$ cat config.mk
export PLATFORM = sky130hd
export DESIGN_NAME = game_judge
export DESIGN_NICKNAME = d
export VERILOG_FILES = /design/src/rtl/game_judge_pkg.sv /design/src/rtl/game_judge_wpm_div.sv /design/src/rtl/game_judge.sv
export SDC_FILE = /design/constraint.sdc
export NUM_CORES = 1
export LEC_CHECK = 0
export ABC_AREA = 1
export BUFFER_PORTS_ARGS = -buffer_cell sky130_fd_sc_hd__buf_2
export CORE_ASPECT_RATIO = 0.9
export CORE_MARGIN = 2
export CORE_UTILIZATION = 25
export DETAILED_ROUTE_END_ITERATION = 8
export GPL_TIMING_DRIVEN = 0
export SLEW_MARGIN = 20
export SYNTH_ARGS = -nofsm -noshare
export SYNTH_HDL_FRONTEND = slang
export SYNTH_SLANG_ARGS = --single-unit
export TNS_END_PERCENT = 20
$ cat constraint.sdc
create_clock -name clk -period 4.81 [get_ports clk]
set_clock_uncertainty 0.05 [all_clocks]
set_input_delay 1.2025 -clock clk [delete_from_list [all_inputs] [get_ports clk]]
set_output_delay 1.2025 -clock clk [all_outputs]
set_load 0.01 [all_outputs]
$ cat src/rtl/game_judge_pkg.sv
// Shared round-state encodings, text-store character codes and counter widths
// used by the round controller, the game judge and its divider.
package game_judge_pkg;

    typedef enum logic [1:0] {
        ST_SELECT    = 2'd0,
        ST_COUNTDOWN = 2'd1,
        ST_INGAME    = 2'd2,
        ST_FINISH    = 2'd3
    } round_state_t;

    localparam logic [7:0] ASCII_SPACE = 8'h20;
    localparam logic [7:0] TEXT_END    = 8'h00;

    localparam int SEC_W  = 7;
    localparam int WORD_W = 7;
    localparam int KEY_W  = 10;
    localparam int WPM_W  = 13;
    localparam int DIV_W  = 7;

    localparam logic [WPM_W-1:0] SECS_PER_MIN = 13'd60;

endpackage

$ cat src/rtl/game_judge_wpm_div.sv
// Sequential restoring divider: first quotient bit is resolved on the start edge,
// done pulses N-1 cycles later; a zero divisor yields a zero quotient.
module wpm_div
    import game_judge_pkg::*;
#(
    parameter int N = WPM_W,
    parameter int D = DIV_W
) (
    input  logic         clk,
    input  logic         rst,
    input  logic         clr,
    input  logic         start,
    input  logic [N-1:0] dividend,
    input  logic [D-1:0] divisor,
    output logic         busy,
    output logic         done,
    output logic [N-1:0] quotient
);

    localparam int CNT_W = $clog2(N);

    logic [D-1:0]     rem;
    logic [N-1:0]     quo;
    logic [D-1:0]     dsr;
    logic [CNT_W-1:0] cnt;

    logic [D-1:0] rem_src;
    logic [N-1:0] quo_src;
    logic [D-1:0] dsr_src;
    logic [D:0]   shifted;
    logic         fits;
    logic [D:0]   rem_nxt;
    logic [N-1:0] quo_nxt;
    logic         load;

    assign load = start && !busy;

    // On the start edge the step runs straight off the operands, saving a load cycle.
    always_comb begin
        rem_src = rem;
        quo_src = quo;
        dsr_src = dsr;
        if (load) begin
            rem_src = '0;
            quo_src = dividend;
            dsr_src = divisor;
        end
        shifted = {rem_src, quo_src[N-1]};
        fits    = shifted >= {1'b0, dsr_src};
        rem_nxt = fits ? shifted - {1'b0, dsr_src} : shifted;
        quo_nxt = {quo_src[N-2:0], fits};
    end

    always_ff @(posedge clk or posedge rst) begin
        if (rst) begin
            rem  <= '0;
            quo  <= '0;
            dsr  <= '0;
            cnt  <= '0;
            busy <= 1'b0;
            done <= 1'b0;
        end else if (clr) begin
            rem  <= '0;
            quo  <= '0;
            dsr  <= '0;
            cnt  <= '0;
            busy <= 1'b0;
            done <= 1'b0;
        end else if (load) begin
            rem  <= rem_nxt[D-1:0];
            quo  <= quo_nxt;
            dsr  <= divisor;
            cnt  <= CNT_W'(N-1);
            busy <= 1'b1;
            done <= 1'b0;
        end else if (busy) begin
            rem  <= rem_nxt[D-1:0];
            quo  <= quo_nxt;
            cnt  <= cnt - 1'b1;
            busy <= (cnt != CNT_W'(1));
            done <= (cnt == CNT_W'(1));
        end else begin
            done <= 1'b0;
        end
    end

    assign quotient = (dsr == '0) ? '0 : quo;

endmodule

$ cat src/rtl/game_judge.sv
// Scores keystrokes during INGAME, raises finish on target/text end, then runs the
// WPM division; finish is registered one cycle after its condition, wpm 14 cycles after finish.
module game_judge
    import game_judge_pkg::*;
#(
    parameter int CLK_HZ = 100000000,
    parameter int IDX_W  = 10
) (
    input  logic              clk,
    input  logic              rst,
    input  logic [1:0]        state,
    input  logic              mode,
    input  logic [6:0]        value,
    input  logic              key_valid,
    input  logic [7:0]        key_code,
    input  logic [7:0]        target_char,
    output logic [IDX_W-1:0]  char_idx,
    output logic              finish,
    output logic [SEC_W-1:0]  elapsed,
    output logic [WORD_W-1:0] words,
    output logic [KEY_W-1:0]  correct,
    output logic [KEY_W-1:0]  errors,
    output logic [WPM_W-1:0]  wpm,
    output logic              wpm_valid
);

    localparam int PS_W = (CLK_HZ > 1) ? $clog2(CLK_HZ) : 1;

    round_state_t     st;
    logic [PS_W-1:0]  presc;
    logic             setup;
    logic             active;
    logic             tick;
    logic             text_end;
    logic             key_hit;
    logic             target_met;
    logic             div_started;
    logic             div_start;
    logic             div_busy;
    logic             div_done;
    logic [WPM_W-1:0] div_quotient;
    logic [WPM_W-1:0] dividend;

    assign st         = round_state_t'(state);
    assign setup      = (st == ST_SELECT) || (st == ST_COUNTDOWN);
    assign active     = (st == ST_INGAME) && !finish;
    assign tick       = presc == PS_W'(CLK_HZ - 1);
    assign text_end   = target_char == TEXT_END;
    assign key_hit    = key_valid && !text_end;
    // mode is taken live so a mid-round change is honoured immediately
    assign target_met = mode ? (words >= value) : (elapsed >= value);
    assign div_start  = finish && !div_started && !div_busy;
    assign dividend   = WPM_W'(words) * SECS_PER_MIN;

    always_ff @(posedge clk or posedge rst) begin
        if (rst) begin
            presc       <= '0;
            char_idx    <= '0;
            finish      <= 1'b0;
            elapsed     <= '0;
            words       <= '0;
            correct     <= '0;
            errors      <= '0;
            wpm         <= '0;
            wpm_valid   <= 1'b0;
            div_started <= 1'b0;
        end else if (setup) begin
            presc       <= '0;
            char_idx    <= '0;
            finish      <= 1'b0;
            elapsed     <= '0;
            words       <= '0;
            correct     <= '0;
            errors      <= '0;
            wpm         <= '0;
            wpm_valid   <= 1'b0;
            div_started <= 1'b0;
        end else begin
            if (active) begin
                presc <= tick ? '0 : presc + 1'b1;
                if (tick && elapsed != '1)
                    elapsed <= elapsed + 1'b1;
                if (key_hit) begin
                    if (key_code == target_char) begin
                        if (correct != '1)
                            correct <= correct + 1'b1;
                        char_idx <= char_idx + 1'b1;
                        if (target_char == ASCII_SPACE && words != '1)
                            words <= words + 1'b1;
                    end else if (errors != '1) begin
                        errors <= errors + 1'b1;
                    end
                end else if (text_end && correct != '0 && words != '1) begin
                    // the last word has no trailing space, so credit it at end of text
                    words <= words + 1'b1;
                end
                if (target_met || text_end)
                    finish <= 1'b1;
            end
            if (div_start)
                div_started <= 1'b1;
            if (div_done) begin
                wpm       <= div_quotient;
                wpm_valid <= 1'b1;
            end
        end
    end

    wpm_div #(
        .N(WPM_W),
        .D(DIV_W)
    ) u_wpm_div (
        .clk      (clk),
        .rst      (rst),
        .clr      (setup),
        .start    (div_start),
        .dividend (dividend),
        .divisor  (elapsed),
        .busy     (div_busy),
        .done     (div_done),
        .quotient (div_quotient)
    );

endmodule

# After elaboration in Yosys (flattened, before gate mapping)

Cells that the tools add are included.

Register bits: 120
Input port bits: 29
Output and inout bits: 59
Logic and storage cells: 135

Add/sub/neg operators: 8
Multiply operators: 1
$lt $le $gt $ge: 3
Eq/ne operators: 14
Muxes and demuxes: 57
Reduce and logical (&&, ||, !) cells: 36

Operators with widths:

| kind                                               | number |
|---|---|
| 2-to-1 mux 10 bit                                  | 14 |
| 2-to-1 mux 7 bit                                   | 16 |
| 2-to-1 mux 13 bit                                  | 7 |
| 2-to-1 mux 27 bit                                  | 3 |
| adder 10 x 1 -> 10 bit (second input constant)     | 3 |
| adder 27 x 1 -> 27 bit (second input constant)     | 1 |
| == test 27 bit (second input constant)             | 1 |
| inequality test 10 bit (second input constant)     | 2 |
| nonzero test 2 bit                                 | 9 |
| adder 7 x 1 -> 7 bit (second input constant)       | 2 |
| >= comparator 7 bit                                | 2 |
| 2-to-1 mux 1 bit                                   | 14 |
| inequality test 7 bit (second input constant)      | 2 |
| 2-to-1 mux 4 bit                                   | 3 |
| AND reduction 4 bit                                | 3 |
| multiplier 7 x 4 -> 11 bit (second input constant) | 1 |
| nonzero test 10 bit                                | 1 |
| logical AND 1 bit                                  | 9 |
| == test 8 x 6 -> 1 bit (second input constant)     | 1 |
| == test 8 bit                                      | 1 |
| >= comparator 8 x 7 -> 1 bit                       | 1 |
| zero test 8 bit                                    | 1 |
| zero test 7 bit                                    | 1 |
| subtractor 7 bit                                   | 1 |
| other kinds (13)                                   | 20 |

# Depth between registers and ports, before layout

Depth after elaboration: 10
Mapped depth: 23

# By module

Synthesis repeated with hierarchy kept, for this count alone.

Cell total of the unflattened synthesis: 1136
Area total of the unflattened synthesis: 8440.6 sq um

By module, submodules not included:

| module     | times used | cells each | area each (sq um) | sequential area each (sq um) |
|---|---|---|---|---|
| game_judge | 1          | 866        | 6362.4            | 2177.1 |
| wpm_div    | 1          | 270        | 2078.2            | 825.8 |

# Worst setup path after synthesis

No wires, ideal clock.

Path type: register to register
From: reg words[4]
To: reg u_wpm_div.rem[5]
Library setup time: 0.117 ns
Data arrival time: 3.863 ns
Data required time: 4.643 ns
Path slack: 0.780 ns
Stages on the path, launching flop included: 22
Clock period less this slack: 4.030 ns
Path through: dfrtp_1 -> inv_1 -> fa_1 -> fa_1 -> inv_1 -> ha_1 -> a21oi_1 -> nand2_1 -> nand3_1 -> nand3_1 -> nand3_1 -> nand2_1 -> ha_1 -> fa_1 -> inv_1 -> nand2_1 -> nand3_1 -> nand2_1 -> nand2_4 -> nand3_1 -> nand3_1 -> nand2_1

Cells in the longest elaborated chain, start to end: 7

RTL lines:

| element                                                          | RTL line                                           | source |
|---|---|---|
| start, declared                                                  | game_judge.sv:20                                   | `output logic [WORD_W-1:0] words,` |
| start signal, assigned                                           | game_judge.sv:89                                   | `words <= words + 1'b1;` |
| start signal, assigned                                           | game_judge.sv:95                                   | `words <= words + 1'b1;` |
| multiplier 7 x 4 -> 11 bit (*)                                   | game_judge.sv:53                                   | `assign dividend = WPM_W'(words) * SECS_PER_MIN;` |
| 2-to-1 mux 13 bit (*)                                            | game_judge_wpm_div.sv:43                           | `if (load) begin` |
| subtractor 7 bit or >= comparator 8 x 7 -> 1 bit (tied branches) | game_judge_wpm_div.sv:50, game_judge_wpm_div.sv:49 |  |
| 2-to-1 mux 7 bit (*)                                             | game_judge_wpm_div.sv:50                           | `rem_nxt = fits ? shifted - {1'b0, dsr_src} : shifted;` |
| 2-to-1 mux 7 bit                                                 | game_judge_wpm_div.sv:76                           | `end else if (busy) begin` |
| 2-to-1 mux 7 bit (*)                                             | game_judge_wpm_div.sv:69                           | `end else if (load) begin` |
| 2-to-1 mux 7 bit (*)                                             | game_judge_wpm_div.sv:62                           | `end else if (clr) begin` |
| end signal, assigned                                             | game_judge_wpm_div.sv:70                           | `rem <= rem_nxt[D-1:0];` |
| end signal, assigned                                             | game_judge_wpm_div.sv:77                           | `rem <= rem_nxt[D-1:0];` |
| end, declared                                                    | game_judge_wpm_div.sv:22                           | `logic [D-1:0] rem;` |

Mark *: on every way between the ends. The rest lies on a longest branch, timed or not. The select of a mux whose other input is x is not followed.
A chain may end at the register's enable or synchronous reset.

# Worst setup path in the final report

Same ends and word-level chain as after synthesis.

==> results.md <==
* Cells resized by post-CTS repair at 0
* Routed via count divided by cell count at 4.68
* Syn. warnings at 0
* Critical Path Max Stage Delay at 520 ps
* Height of the die at 178 um
* Nets at 1,360
* Syn Nets at 1,253
* DR WL/cell at 14.0 um
* Critical Path, Cell by Cell: inv_1, fa_1, fa_1, inv_1, ha_1, a21oi_1, nand2_1, nand3_1, nand3_1, nand3_1, nand2_1, ha_1, fa_1, inv_1, nand2_1, nand3_1, nand2_1, nand2_4, nand3_1, nand3_1, nand2_1
* Maximum VDD drop at 0.000255 V
* Number of antenna violations at the first check in global routing at 0
* Post-layout total power at 2.84 mW
* Number of global-route vias before repair at 7,621
* Root buffer cell: clkbuf_16
* Worst setup slack after placement at 241 ps
* Core occupancy in the finished layout at 30.3%
* Total CTS buffers at 17
* Standard cell core area at 33,100 sq um
* Detail Route Antenna Nets at 0
* Final weighted congestion of routability-driven global placement at 0.893
* Commonest register cell after synthesis: dfrtp_1
* Drt initial violations at 544
* Ys async rst share at 100%
* Boundary Pins at 88
* Overflow after GRT at 0
* Post-Place Cell Area at 9440 sq um
* Data required time of the critical path at 5070 ps
* Site Rows at 63
* Worst-Margin Slew at 741 ps
* IO buf count at 87
* Post-synthesis sequential area ratio at 35.6%
* Leak pwr at 5.14 nW
* Post-CTS setup buffer count at 0
* # DRC at 0
* Antenna diodes at 0
* Number of clock sinks at 120
* Count of distinct cell types in the synthesized netlist at 45
* Sum of negative setup slack at 0 ps
* Power density relative to cell area at 283 nW/um^2
* Initial Util at 25.5%
* Number of buffers on the longest clock path at 2
* Maximum number of pins on one net before global-route repair at 94
* Type of the worst setup path: reg2reg
* Wire length of the first global-routing pass at 40,000 um
* Cells after Synth at 1,165
* Total track usage at 14.4%
* Cell repeated most along the worst path: nand3_1
* Final Max Tran Viols at 0
* DIE AREA at 35,200 sq um
* Signal arrival time at the worst endpoint at 4720 ps
* Final setup slack of the worst path at 349 ps
* Slowest cell on crit path: fa_1
* Max_slew headroom at 50.6%
* Count of hold buffers inserted by post-cts repair at 0
* Number of setup violations in the final report at 0
* CTS tree: built
* Worst setup EP type: flip-flop
* Unrepaired setup endpoints after global routing: no
* Fraction of final layout cells with drive strength greater than 1 at 13.6%
* Length of the first detailed-routing pass in iterations at 5
* Final routed wirelength across all metal layers at 23,900 um
* Run status: completed
* Via count at 7,985
* Final Hold Fails at 0
* Non-Filler Cell Area, Final at 10,000 sq um
* Number of enable-type register cells in the synthesized netlist at 0
* Clock-pin slew of the registers on the worst-case setup and hold paths at 50 ps
* H-tree levels at 4
* Cell area after technology mapping at 8440 sq um
* Clock latency reported for the late side of the worst-skew pair at 430 ps
* Peak clock frequency supported by timing at 224 MHz
* Post-detail-place hpwl at 18,200 um
* Worst min path class: reg2reg
* Synthesized area divided by synthesized cell count at 7.24 sq um
* Synth Register Bits at 120
* Final cycle utilization of the critical path at 92.7%
* Width of the die at 198 um
* Max-cap violations at 0
* Crit-path max FO at 9
* Min Clock Period, post-route at 4460 ps
* Launching element type of the critical path: flip-flop
* Area Overhead vs Synth at 19.0%
[area by class of cell]
class | count | area, sq um
well taps | 422 | 528
repair buffers | 88 | 463
clock inverters | 9 | 123
inverters | 162 | 616
clock buffers | 22 | 474
fillers | 3580 | 23100
multi-input cells | 853 | 4680
flip-flops and latches | 120 | 3010
plain buffers | 30 | 146
[cells in the mapped netlist (2+ instances only)]
cell      instances  share of area (%)
nor3b_1           2               0.18
nor2_2            6               0.44
clkbuf_1         15               0.67
o22ai_1           7               0.52
xnor2_1           7               0.73
o21ai_0          59                3.5
nor3_1           16               0.95
dfrtp_1         120                 36
buf_1             2              0.089
buf_4             2               0.18
a211oi_1          2               0.18
nand2_1         301                 13
inv_1           157                7.0
nand2_2           5               0.37
nand3_4           2               0.42
nand3b_1          5               0.44
inv_2             5               0.22
xor2_1           29                3.0
a21oi_1          39                2.3
buf_6             2               0.27
nor2_4            4               0.53
nor2_1          113                5.0
a21oi_2           2               0.21
o211ai_1          4               0.36
nand3_1         122                7.2
buf_2             8               0.47
nand4_1          38                2.8
nand3_2           2               0.24
a21o_1            3               0.27
or2_2             3               0.22
o21ai_2           4               0.42
nand2_4           2               0.27
and3_1            2               0.15
o21ai_1           7               0.42
fa_1             12                2.8
ha_1             47                7.0
[path summary, 6_finish.rpt]
check / start / cells past startpoint / slack (ps) / endpoint
worst max-delay path: words[4]$_DFFE_PP0P_ / 21 / 350 / u_wpm_div.rem[5]$_DFFE_PP0P_
worst min-delay path: u_wpm_div.quo[10]$_DFFE_PP0P_ / 2 / 430 / u_wpm_div.quo[10]$_DFFE_PP0P_
worst min register to register: u_wpm_div.quo[10]$_DFFE_PP0P_ / 2 / 430 / u_wpm_div.quo[10]$_DFFE_PP0P_
min in group asynchronous: rst / 2 / 680 / errors[4]$_DFFE_PP0P_
max in group asynchronous: rst / 3 / 3270 / words[2]$_DFFE_PP0P_
worst max register to register: words[4]$_DFFE_PP0P_ / 21 / 350 / u_wpm_div.rem[5]$_DFFE_PP0P_
[logic make-up after synthesis]
group	synth area share [%]
buffers and inverters	8.94
xor gates and xnor gates	3.74
and+or+nand+nor	33.3
AOI/OAI and AO/OA	8.57
DFF	35.6
adders and majority gates	9.82
[placed cells by master, fill, tap and decap left out, drive strengths merged]
| master | n |
|---|---|
| a31o | 1 |
| clkbuf | 38 |
| nand3b | 5 |
| o22ai | 7 |
| ha | 47 |
| clkinv | 5 |
| bufinv | 3 |
| o21bai | 2 |
| and2 | 1 |
| inv | 162 |
| a211oi | 2 |
| nand4 | 39 |
| clkinvlp | 1 |
| fa | 12 |
| dfrtp | 120 |
| o21ai | 70 |
| nand3 | 126 |
| nor3 | 17 |
| nor2 | 124 |
| nor3b | 2 |
| nand2 | 308 |
| o211ai | 4 |
| a31oi | 1 |
| a21o | 3 |
| xor2 | 29 |
| a21oi | 41 |
| and3 | 2 |
| xnor2 | 7 |
| buf | 102 |
| or2 | 3 |
[critical path, delay by kind of cell, from the launching register on]
family | cells | cell delay, ps
flip-flops | 1 | 480
adder cells (fa/ha/maj) | 5 | 2010
buffers and inverters | 3 | 350
AO/OA/AOI/OAI | 1 | 210
AND/OR/NAND/NOR | 12 | 1240
[report_power, final]
group | leakage, nW | internal, mW | switching (mW) | total, mW
sequential | 1.66 | 1.04 | 0.0452 | 1.08
clock | 0.296 | 0.848 | 0.470 | 1.32
combinational | 3.18 | 0.155 | 0.284 | 0.439
total | 5.14 | 2.04 | 0.799 | 2.84
[per-layer routing]
metal / share of wire (%) / vias to the layer above / track usage [%]
met3: 5.7 / 19 / 3.35
met2: 45 / 201 / 22.7
met4: 1.0 / 0 / 3.67
li1: - / 3978 / -
met1: 49 / 3787 / 19.8
met5: 0 / - / 0
[through the flow]
stage | hold slack, ps | std cells
after floorplan | 399 | 1165
after global placement | 414 | 1674
after detailed placement | 417 | 1675
after CTS | 432 | 1706
after global routing | 463 | 1706
final | 426 | 1706
[state kept, by name, summed over array words and instances (netlist names), 7 cells and up]
| name | cells |
|---|---|
| u_wpm_div.dsr | 7 |
| elapsed | 7 |
| errors | 10 |
| correct | 10 |
| presc | 27 |
| wpm | 13 |
| words | 7 |
| u_wpm_div.rem | 7 |
| u_wpm_div.quo | 13 |
| char_idx | 10 |
(Power assumes the default switching activity.)
